==> config.mk <==
export PLATFORM = sky130hd
export DESIGN_NAME = ddr_line_bridge
export DESIGN_NICKNAME = d
export VERILOG_FILES = /design/src/rtl/ddr_line_bridge.sv
export SDC_FILE = /design/constraint.sdc
export NUM_CORES = 1
export LEC_CHECK = 0
export ABC_AREA = 0
export CORE_AREA = 2 2 236 238
export CTS_BUF_LIST = sky130_fd_sc_hd__clkbuf_8 sky130_fd_sc_hd__clkbuf_16
export DETAILED_ROUTE_END_ITERATION = 7
export DIE_AREA = 0 0 238 240
export GPL_TIMING_DRIVEN = 0
export HOLD_SLACK_MARGIN = 0.05
export SYNTH_ARGS = -nofsm -noshare
export SYNTH_HDL_FRONTEND = slang
export SYNTH_SLANG_ARGS = --single-unit
==> constraint.sdc <==
create_clock -name clk -period 2.3 [get_ports clk]
set_clock_uncertainty 0.05 [all_clocks]
set_input_delay 0.46 -clock clk [delete_from_list [all_inputs] [get_ports clk]]
set_output_delay 0.46 -clock clk [all_outputs]
set_load 0.02 [all_outputs]
==> src/rtl/ddr_line_bridge.sv <==
// ddr_line_bridge: turns cache line read/write requests into MIG-style app_*
// commands. One pending request per direction; writes win over reads so a
// read that follows a write returns the new data.
module ddr_line_bridge #(
  parameter int ADDR_W   = 27,
  parameter int DATA_W   = 128,
  parameter int LINE_LSB = 4
) (
  input  logic              clk,
  input  logic              rst,
  input  logic              init_calib_complete,
  input  logic [ADDR_W-1:0] cache2DDR_rd_addr,
  input  logic              cache2DDR_rd_en,
  output logic              DDR2cache_rd_fin,
  output logic [DATA_W-1:0] DDR2cache_rd_data,
  input  logic [ADDR_W-1:0] cache2DDR_wr_addr,
  input  logic [DATA_W-1:0] cache2DDR_wr_data,
  input  logic              cache2DDR_wr_en,
  output logic              DDR2cache_wr_fin,
  output logic [ADDR_W-1:0] app_addr,
  output logic [2:0]        app_cmd,
  output logic              app_en,
  input  logic              app_rdy,
  output logic [DATA_W-1:0] app_wdf_data,
  output logic              app_wdf_wren,
  output logic              app_wdf_end,
  input  logic              app_wdf_rdy,
  input  logic [DATA_W-1:0] app_rd_data,
  input  logic              app_rd_data_valid
);

  localparam logic [2:0] CMD_WR = 3'b000;
  localparam logic [2:0] CMD_RD = 3'b001;
  localparam logic [ADDR_W-1:0] LINE_MASK = {{(ADDR_W-LINE_LSB){1'b1}}, {LINE_LSB{1'b0}}};

  typedef enum logic [2:0] {IDLE, WR_ISSUE, RD_ISSUE, RD_WAIT, DONE} state_t;

  state_t            state_q, state_d;
  logic              rd_en_q, wr_en_q;
  logic              rd_pend_q, rd_pend_d, wr_pend_q, wr_pend_d;
  logic [ADDR_W-1:0] rd_addr_q, wr_addr_q;
  logic [DATA_W-1:0] wr_data_q;
  logic              app_en_q, app_en_d;
  logic [2:0]        app_cmd_q, app_cmd_d;
  logic [ADDR_W-1:0] app_addr_q, app_addr_d;
  logic [DATA_W-1:0] wdf_data_q, wdf_data_d;
  logic              wren_q, wren_d;
  logic              rd_fin_q, rd_fin_d, wr_fin_q, wr_fin_d;
  logic [DATA_W-1:0] rd_data_q, rd_data_d;
  logic              rd_edge, wr_edge, go_wr, go_rd, cmd_ok, dat_ok, rd_clr, wr_clr;

  assign rd_edge = cache2DDR_rd_en & ~rd_en_q;
  assign wr_edge = cache2DDR_wr_en & ~wr_en_q;
  assign go_wr   = init_calib_complete & wr_pend_q;
  assign go_rd   = init_calib_complete & rd_pend_q & ~wr_pend_q;
  // Each write handshake is done once its valid has dropped or is being taken now.
  assign cmd_ok  = ~app_en_q | app_rdy;
  assign dat_ok  = ~wren_q | app_wdf_rdy;

  // Pending flags: an edge only registers when that direction is free.
  assign rd_pend_d = rd_clr ? 1'b0 : (rd_pend_q | rd_edge);
  assign wr_pend_d = wr_clr ? 1'b0 : (wr_pend_q | wr_edge);

  // State register.
  always_ff @(posedge clk) begin
    if (rst) state_q <= IDLE;
    else     state_q <= state_d;
  end

  // Next-state logic.
  always_comb begin
    state_d = state_q;
    case (state_q)
      IDLE:     if (go_wr) state_d = WR_ISSUE;
                else if (go_rd) state_d = RD_ISSUE;
      WR_ISSUE: if (cmd_ok && dat_ok) state_d = DONE;
      RD_ISSUE: if (app_rdy) state_d = RD_WAIT;
      RD_WAIT:  if (app_rd_data_valid) state_d = DONE;
      DONE:     state_d = IDLE;
      default:  state_d = IDLE;
    endcase
  end

  // Next values of the registered controller/cache outputs.
  always_comb begin
    app_en_d   = app_en_q;
    app_cmd_d  = app_cmd_q;
    app_addr_d = app_addr_q;
    wdf_data_d = wdf_data_q;
    wren_d     = wren_q;
    rd_data_d  = rd_data_q;
    rd_fin_d   = 1'b0;
    wr_fin_d   = 1'b0;
    rd_clr     = 1'b0;
    wr_clr     = 1'b0;
    case (state_q)
      IDLE: begin
        if (go_wr) begin
          app_en_d   = 1'b1;
          app_cmd_d  = CMD_WR;
          app_addr_d = wr_addr_q;
          wdf_data_d = wr_data_q;
          wren_d     = 1'b1;
        end else if (go_rd) begin
          app_en_d   = 1'b1;
          app_cmd_d  = CMD_RD;
          app_addr_d = rd_addr_q;
        end
      end
      WR_ISSUE: begin
        if (app_en_q && app_rdy)   app_en_d = 1'b0;
        if (wren_q && app_wdf_rdy) wren_d   = 1'b0;
        if (cmd_ok && dat_ok) begin
          wr_fin_d = 1'b1;
          wr_clr   = 1'b1;
        end
      end
      RD_ISSUE: if (app_rdy) app_en_d = 1'b0;
      RD_WAIT: begin
        if (app_rd_data_valid) begin
          rd_data_d = app_rd_data;
          rd_fin_d  = 1'b1;
          rd_clr    = 1'b1;
        end
      end
      default: ;
    endcase
  end

  // Request capture, pending flags and output registers.
  always_ff @(posedge clk) begin
    if (rst) begin
      rd_en_q    <= 1'b0;
      wr_en_q    <= 1'b0;
      rd_pend_q  <= 1'b0;
      wr_pend_q  <= 1'b0;
      rd_addr_q  <= '0;
      wr_addr_q  <= '0;
      wr_data_q  <= '0;
      app_en_q   <= 1'b0;
      app_cmd_q  <= '0;
      app_addr_q <= '0;
      wdf_data_q <= '0;
      wren_q     <= 1'b0;
      rd_fin_q   <= 1'b0;
      wr_fin_q   <= 1'b0;
      rd_data_q  <= '0;
    end else begin
      rd_en_q    <= cache2DDR_rd_en;
      wr_en_q    <= cache2DDR_wr_en;
      rd_pend_q  <= rd_pend_d;
      wr_pend_q  <= wr_pend_d;
      if (rd_edge && !rd_pend_q) rd_addr_q <= cache2DDR_rd_addr & LINE_MASK;
      if (wr_edge && !wr_pend_q) begin
        wr_addr_q <= cache2DDR_wr_addr & LINE_MASK;
        wr_data_q <= cache2DDR_wr_data;
      end
      app_en_q   <= app_en_d;
      app_cmd_q  <= app_cmd_d;
      app_addr_q <= app_addr_d;
      wdf_data_q <= wdf_data_d;
      wren_q     <= wren_d;
      rd_fin_q   <= rd_fin_d;
      wr_fin_q   <= wr_fin_d;
      rd_data_q  <= rd_data_d;
    end
  end

  assign app_en            = app_en_q;
  assign app_cmd           = app_cmd_q;
  assign app_addr          = app_addr_q;
  assign app_wdf_data      = wdf_data_q;
  assign app_wdf_wren      = wren_q;
  assign app_wdf_end       = wren_q;
  assign DDR2cache_rd_fin  = rd_fin_q;
  assign DDR2cache_wr_fin  = wr_fin_q;
  assign DDR2cache_rd_data = rd_data_q;

endmodule

# Word-level counts from Yosys, hierarchy flattened
# Index checks and enable logic that the tools add are counted.
[totals]
register_bits = 471
out_inout_bits = 291
[op_classes]
n_eq_ne = 10
n_mux = 22
n_bitwise = 14
reduce_logical = 19
[op_table]
columns = ["cell", "n"]
rows = [
  ["27-bit two-way mux", 2],
  ["3-bit two-way mux", 7],
  ["2-bit != test (second input constant)", 6],
  ["3-bit case mux with 4 select lines", 1],
  ["1-bit two-way mux", 10],
  ["4-bit AND reduction", 2],
  ["3-bit by 2-bit == test with 1-bit output (second input constant)", 2],
  ["2-bit AND reduction", 3],
  ["1-bit AND", 5],
  ["1-bit logical AND", 5],
  ["1-bit NOT", 5],
  ["1-bit OR", 4],
  ["2-bit nonzero test", 2],
  ["2-bit OR reduction", 2],
  ["3-bit by 1-bit == test with 1-bit output (second input constant)", 1],
  ["3-bit zero test", 1],
  ["3-bit != test (second input constant)", 1],
  ["1-bit case mux with 3 select lines", 1],
  ["3-bit AND reduction", 1],
  ["3-bit nonzero test", 1],
  ["1-bit zero test", 2],
  ["1-bit case mux with 2 select lines", 1],
]

# Logic depth before layout (Yosys ltp)
# Gate-level depths: netlist of the first run.
[logic_depth]
depth_word = 6
mapped_depth = 7
ltp_nobuf = 4

# Worst setup path before layout of the first run
# OpenSTA, ideal clock, no wires.
[synth_timing]
kind = "register to register"
start = "reg state_q[2]"
end = "reg app_addr_q[10] (netlist: app_addr[10])"
arrival_ns = 1.232
required_time_ns = 2.109
setup_slack_ns = 0.877
path_stages_with_launch = 6
period_less_slack_ns = 1.423
cell_sequence = "dfxtp_1 -> nor3_2 -> o211a_1 -> buf_4 -> buf_2 -> a311oi_2"
[synth_between]
elab_chain_cells = 2
[synth_rtl]
columns = ["element", "line", "source"]
rows = [
  ["from (decl)", "38", "state_t state_q, state_d;"],
  ["from (signal assigned)", "67", "else state_q <= state_d;"],
  ["3-bit zero test", "96", "case (state_q)"],
  ["2-bit AND reduction (no line)", "--", ""],
  ["to (signal assigned)", "160", "app_addr_q <= app_addr_d;"],
  ["to (decl)", "45", "logic [ADDR_W-1:0] app_addr_q, app_addr_d;"],
]
# Every way passes these cells.
# A chain may end at the register's enable or synchronous reset.

# Worst setup path after layout of the first run
[layout_timing]
start = "reg wren_q (netlist: app_wdf_end)"
end = "out app_wdf_wren"
[layout_rtl]
columns = ["element", "line", "source"]
rows = [
  ["from (decl)", "47", "logic wren_q, wren_d;"],
  ["from (signal assigned)", "162", "wren_q <= wren_d;"],
  ["to (decl)", "25", "output logic app_wdf_wren,"],
]
# No word-level cell between the ends.

==> results of run 1 <==
==> repair_timing <==
item                       in CTS  in global routing
pin swaps                       0                  1
setup endpoints to repair      92                 18
buffers inserted                0                  0
gates resized for setup         2                  3
hold buffers                    0                  0
==> cell families after synthesis <==
kind of cell,synth area share [%]
simple gates,17.08
flops,58.98
compound gates,19.20
other cells,0.02376
buf+inv,4.709
==> placed cells by master, fill, tap and decap left out, types with 3 or more instances in the layout <==
| master | Yosys | final |
|---|---|---|
| a311oi_1 | 13 | 13 |
| buf_4 | 26 | 26 |
| diode_2 | 0 | 7 |
| o21ai_0 | 4 | 4 |
| dfxtp_1 | 465 | 464 |
| nor2_1 | 24 | 24 |
| conb_1 | 1 | 6 |
| nand2_1 | 652 | 652 |
| clkinv_2 | 0 | 6 |
| a22o_1 | 128 | 128 |
| clkbuf_8 | 0 | 15 |
| clkdlybuf4s50_1 | 0 | 594 |
| inv_1 | 3 | 14 |
| nor2b_1 | 6 | 6 |
| nand2b_1 | 4 | 4 |
| buf_1 | 6 | 6 |
| clkbuf_1 | 54 | 53 |
| buf_2 | 60 | 59 |
| a21oi_1 | 305 | 305 |
| bufinv_16 | 0 | 6 |
| nor3_1 | 3 | 3 |
| a311oi_2 | 10 | 10 |
| clkbuf_16 | 0 | 53 |
==> per-layer routing <==
layer	routed length, um	vias up	global-route usage (%)
met3	4273	104	5.672
met1	25620	7093	24.57
met2	29690	448	35.43
li1	-	7303	-
met4	1791	16	7.614
met5	105	-	0
==> synthesized netlist by cell type, drive strengths merged (2+ instances only) <==
library cell / instances / area share, %
a211oi: 2 / 0.095
clkbuf: 54 / 1.3
dfxtp: 465 / 59
a31oi: 3 / 0.16
a311oi: 23 / 1.7
o211a: 2 / 0.13
nor2: 24 / 0.57
nand2: 653 / 16
nand2b: 4 / 0.16
o21ai: 4 / 0.13
inv: 3 / 0.071
o21a: 2 / 0.095
nor2b: 6 / 0.24
and2b: 2 / 0.095
a21oi: 305 / 9.7
buf: 93 / 3.4
nor3: 5 / 0.22
nor3b: 3 / 0.17
a22o: 128 / 7.1
==> final timing paths <==
check                     to                   from  cells after the start
max             app_wdf_wren            app_wdf_end                      2
min            wr_data_q[90]  cache2DDR_wr_data[90]                      3
max reg2reg   wr_data_q[122]              wr_pend_q                      6
min reg2reg  app_wdf_data[7]           wr_data_q[7]                      2
==> flip-flops by register name, summed over array words and instances (netlist names) <==
register and flops:
rd_addr_q 23, app_wdf_end 1, app_addr 23, app_wdf_data 128, rd_pend_q 1, DDR2cache_rd_data 128
wr_data_q 128, wr_pend_q 1, rd_en_q 1, DDR2cache_wr_fin 1, wr_addr_q 23, DDR2cache_rd_fin 1
wr_en_q 1, app_cmd 1, state_q 3, app_en 1
==> worst max-delay path: cells and delay by family (launching register included) <==
| kind | cells | cell delay, ns |
|---|---|---|
| buf+inv | 2 | 0.71 |
| flops | 1 | 0.40 |
==> final cells by class <==
class / instances / share of cell area, %
diodes: 7 / 0.07155
repair buffers: 594 / 24.29
plain buffers: 147 / 3.005
clock inverters: 28 / 1.196
flip-flops and latches: 465 / 38.03
multi-input cells: 1177 / 23.51
well taps: 704 / 3.598
inverters: 3 / 0.04600
clock buffers: 68 / 6.261
==> report_power, final <==
part / switching, mW / internal [mW] / total [mW]
sequential: 0.180 / 8.36 / 8.54
clock: 3.42 / 5.33 / 8.75
combinational: 1.17 / 1.02 / 2.18
total: 4.77 / 14.7 / 19.5
==> impl_metrics.py, run 1 <==
metrics = {
    "timing": {
        "fin_tns_setup_ns": 0,
        "worst_slack_ns": 0.08886,
        "rsz0062_at_grt": "no",
        "finalHoldViolations": 0,
        "final_max_slew_viol_count": 0,
        "max_freq_mhz": 452.3,
        "whs_ns": 0.3657,
        "fin_crit_ns": 2.211,
        "setup_viol": 0,
        "tightest_slew_ns": 0.8584,
        "post-route-period-util_pct": 96.14,
        "slew_headroom_pct": 42.77,
    },
    "clocking": {
        "cts_sinks": 465,
        "clkSlewWorstSetupHoldPaths_ns": 0.06,
        "cts_max_level": 2,
        "clk_latency_ns": 0.59,
        "clock-root-buffer": "clkbuf_16",
        "clk_path_buf_depth": 3,
        "cts_tree": "built",
        "cts_buffers": 52,
    },
    "yosys": {
        "synth_area_um2": 15780,
        "synthArstFlopShare_pct": 0,
        "avgSynthCellArea_um2": 8.832,
        "synthesis.instances": 1787,
        "synth-edff-count": 0,
        "yosys_warnings": 0,
        "synthFlopType": "dfxtp_1",
        "seq_area_frac_synth_pct": 58.98,
        "ys_seq_elements": 465,
        "synth_cell_types": 33,
    },
    "grt": {
        "grt_antenna_before_repair": 13,
        "track_usage_pct": 20.61,
        "grt_max_degree": 14,
        "grt_pass1_vias": 14610,
        "grt_pass1_wl_um": 89070,
        "gr-total-overflow": 0,
    },
    "critical_path": {
        "cp-start-kind": "register",
        "cp.arrival_ns": 1.70,
        "critical_path_class": "register to output port",
        "slowest_delay_ns": 0.58,
        "crit_required_ns": 1.79,
        "crit_slowest_cell": "clkdlybuf4s50_1",
        "path_cells": "buf_4, clkdlybuf4s50_1",
        "r2r_slack_ns": 0.19,
        "critPathMaxFanout": 4,
        "crit_path_end_kind": "output port",
    },
    "place": {
        "dp_slack_ns": -0.7314,
        "io_buffers": 594,
        "place_area_um2": 22630,
        "routabilityCongestion": 0.8957,
        "place_inst": 3090,
        "dp.final_hpwl_um": 47090,
    },
    "routing": {
        "first_pass_iters": 5,
        "ant_nets": 0,
        "first_iter_violations": 621,
        "routedWlPerCell_um": 19.25,
        "drc": 0,
        "wl_um": 61480,
        "vias": 14960,
        "via_per_inst": 4.687,
    },
    "layout": {
        "fillers": 5362,
        "finalInstanceArea_um2": 24480,
        "postLayoutCoreUtil_pct": 44.79,
        "multi_input_area_um2": 5756,
        "fin_cells": 3193,
        "layout.nets": 2758,
        "drive_gt1_share_pct": 7.615,
        "area_growth_pct": 55.12,
        "regArea_um2": 9310,
    },
    "run": {
        "drv_cap": 0,
    },
    "power_and_ir_drop": {
        "power_density_nw_per_um2": 795.7,
        "leakagePower_nw": 8.892,
        "power_mw": 19.48,
        "ir_worst_vdd_uv": 578.0,
    },
    "die": {
        "rows": 86,
        "die_h_um": 240,
        "start_util_pct": 28.87,
        "die_area_um2": 57120,
        "core_area_um2": 54660,
        "ios": 609,
        "die_w_um": 238,
    },
    "min_path": {
        "hp-class": "input pin to register",
    },
    "outcome": {
        "outcome": "complete, no violations",
    },
}
Power figures use the tool's default switching activity.
==> inputs of run 2 (changes only) <==
Settings changed: CTS_CLUSTER_SIZE set to 30.
==> results of run 2 <==
Final layout, timing and power as in run 1 (identical DEF).
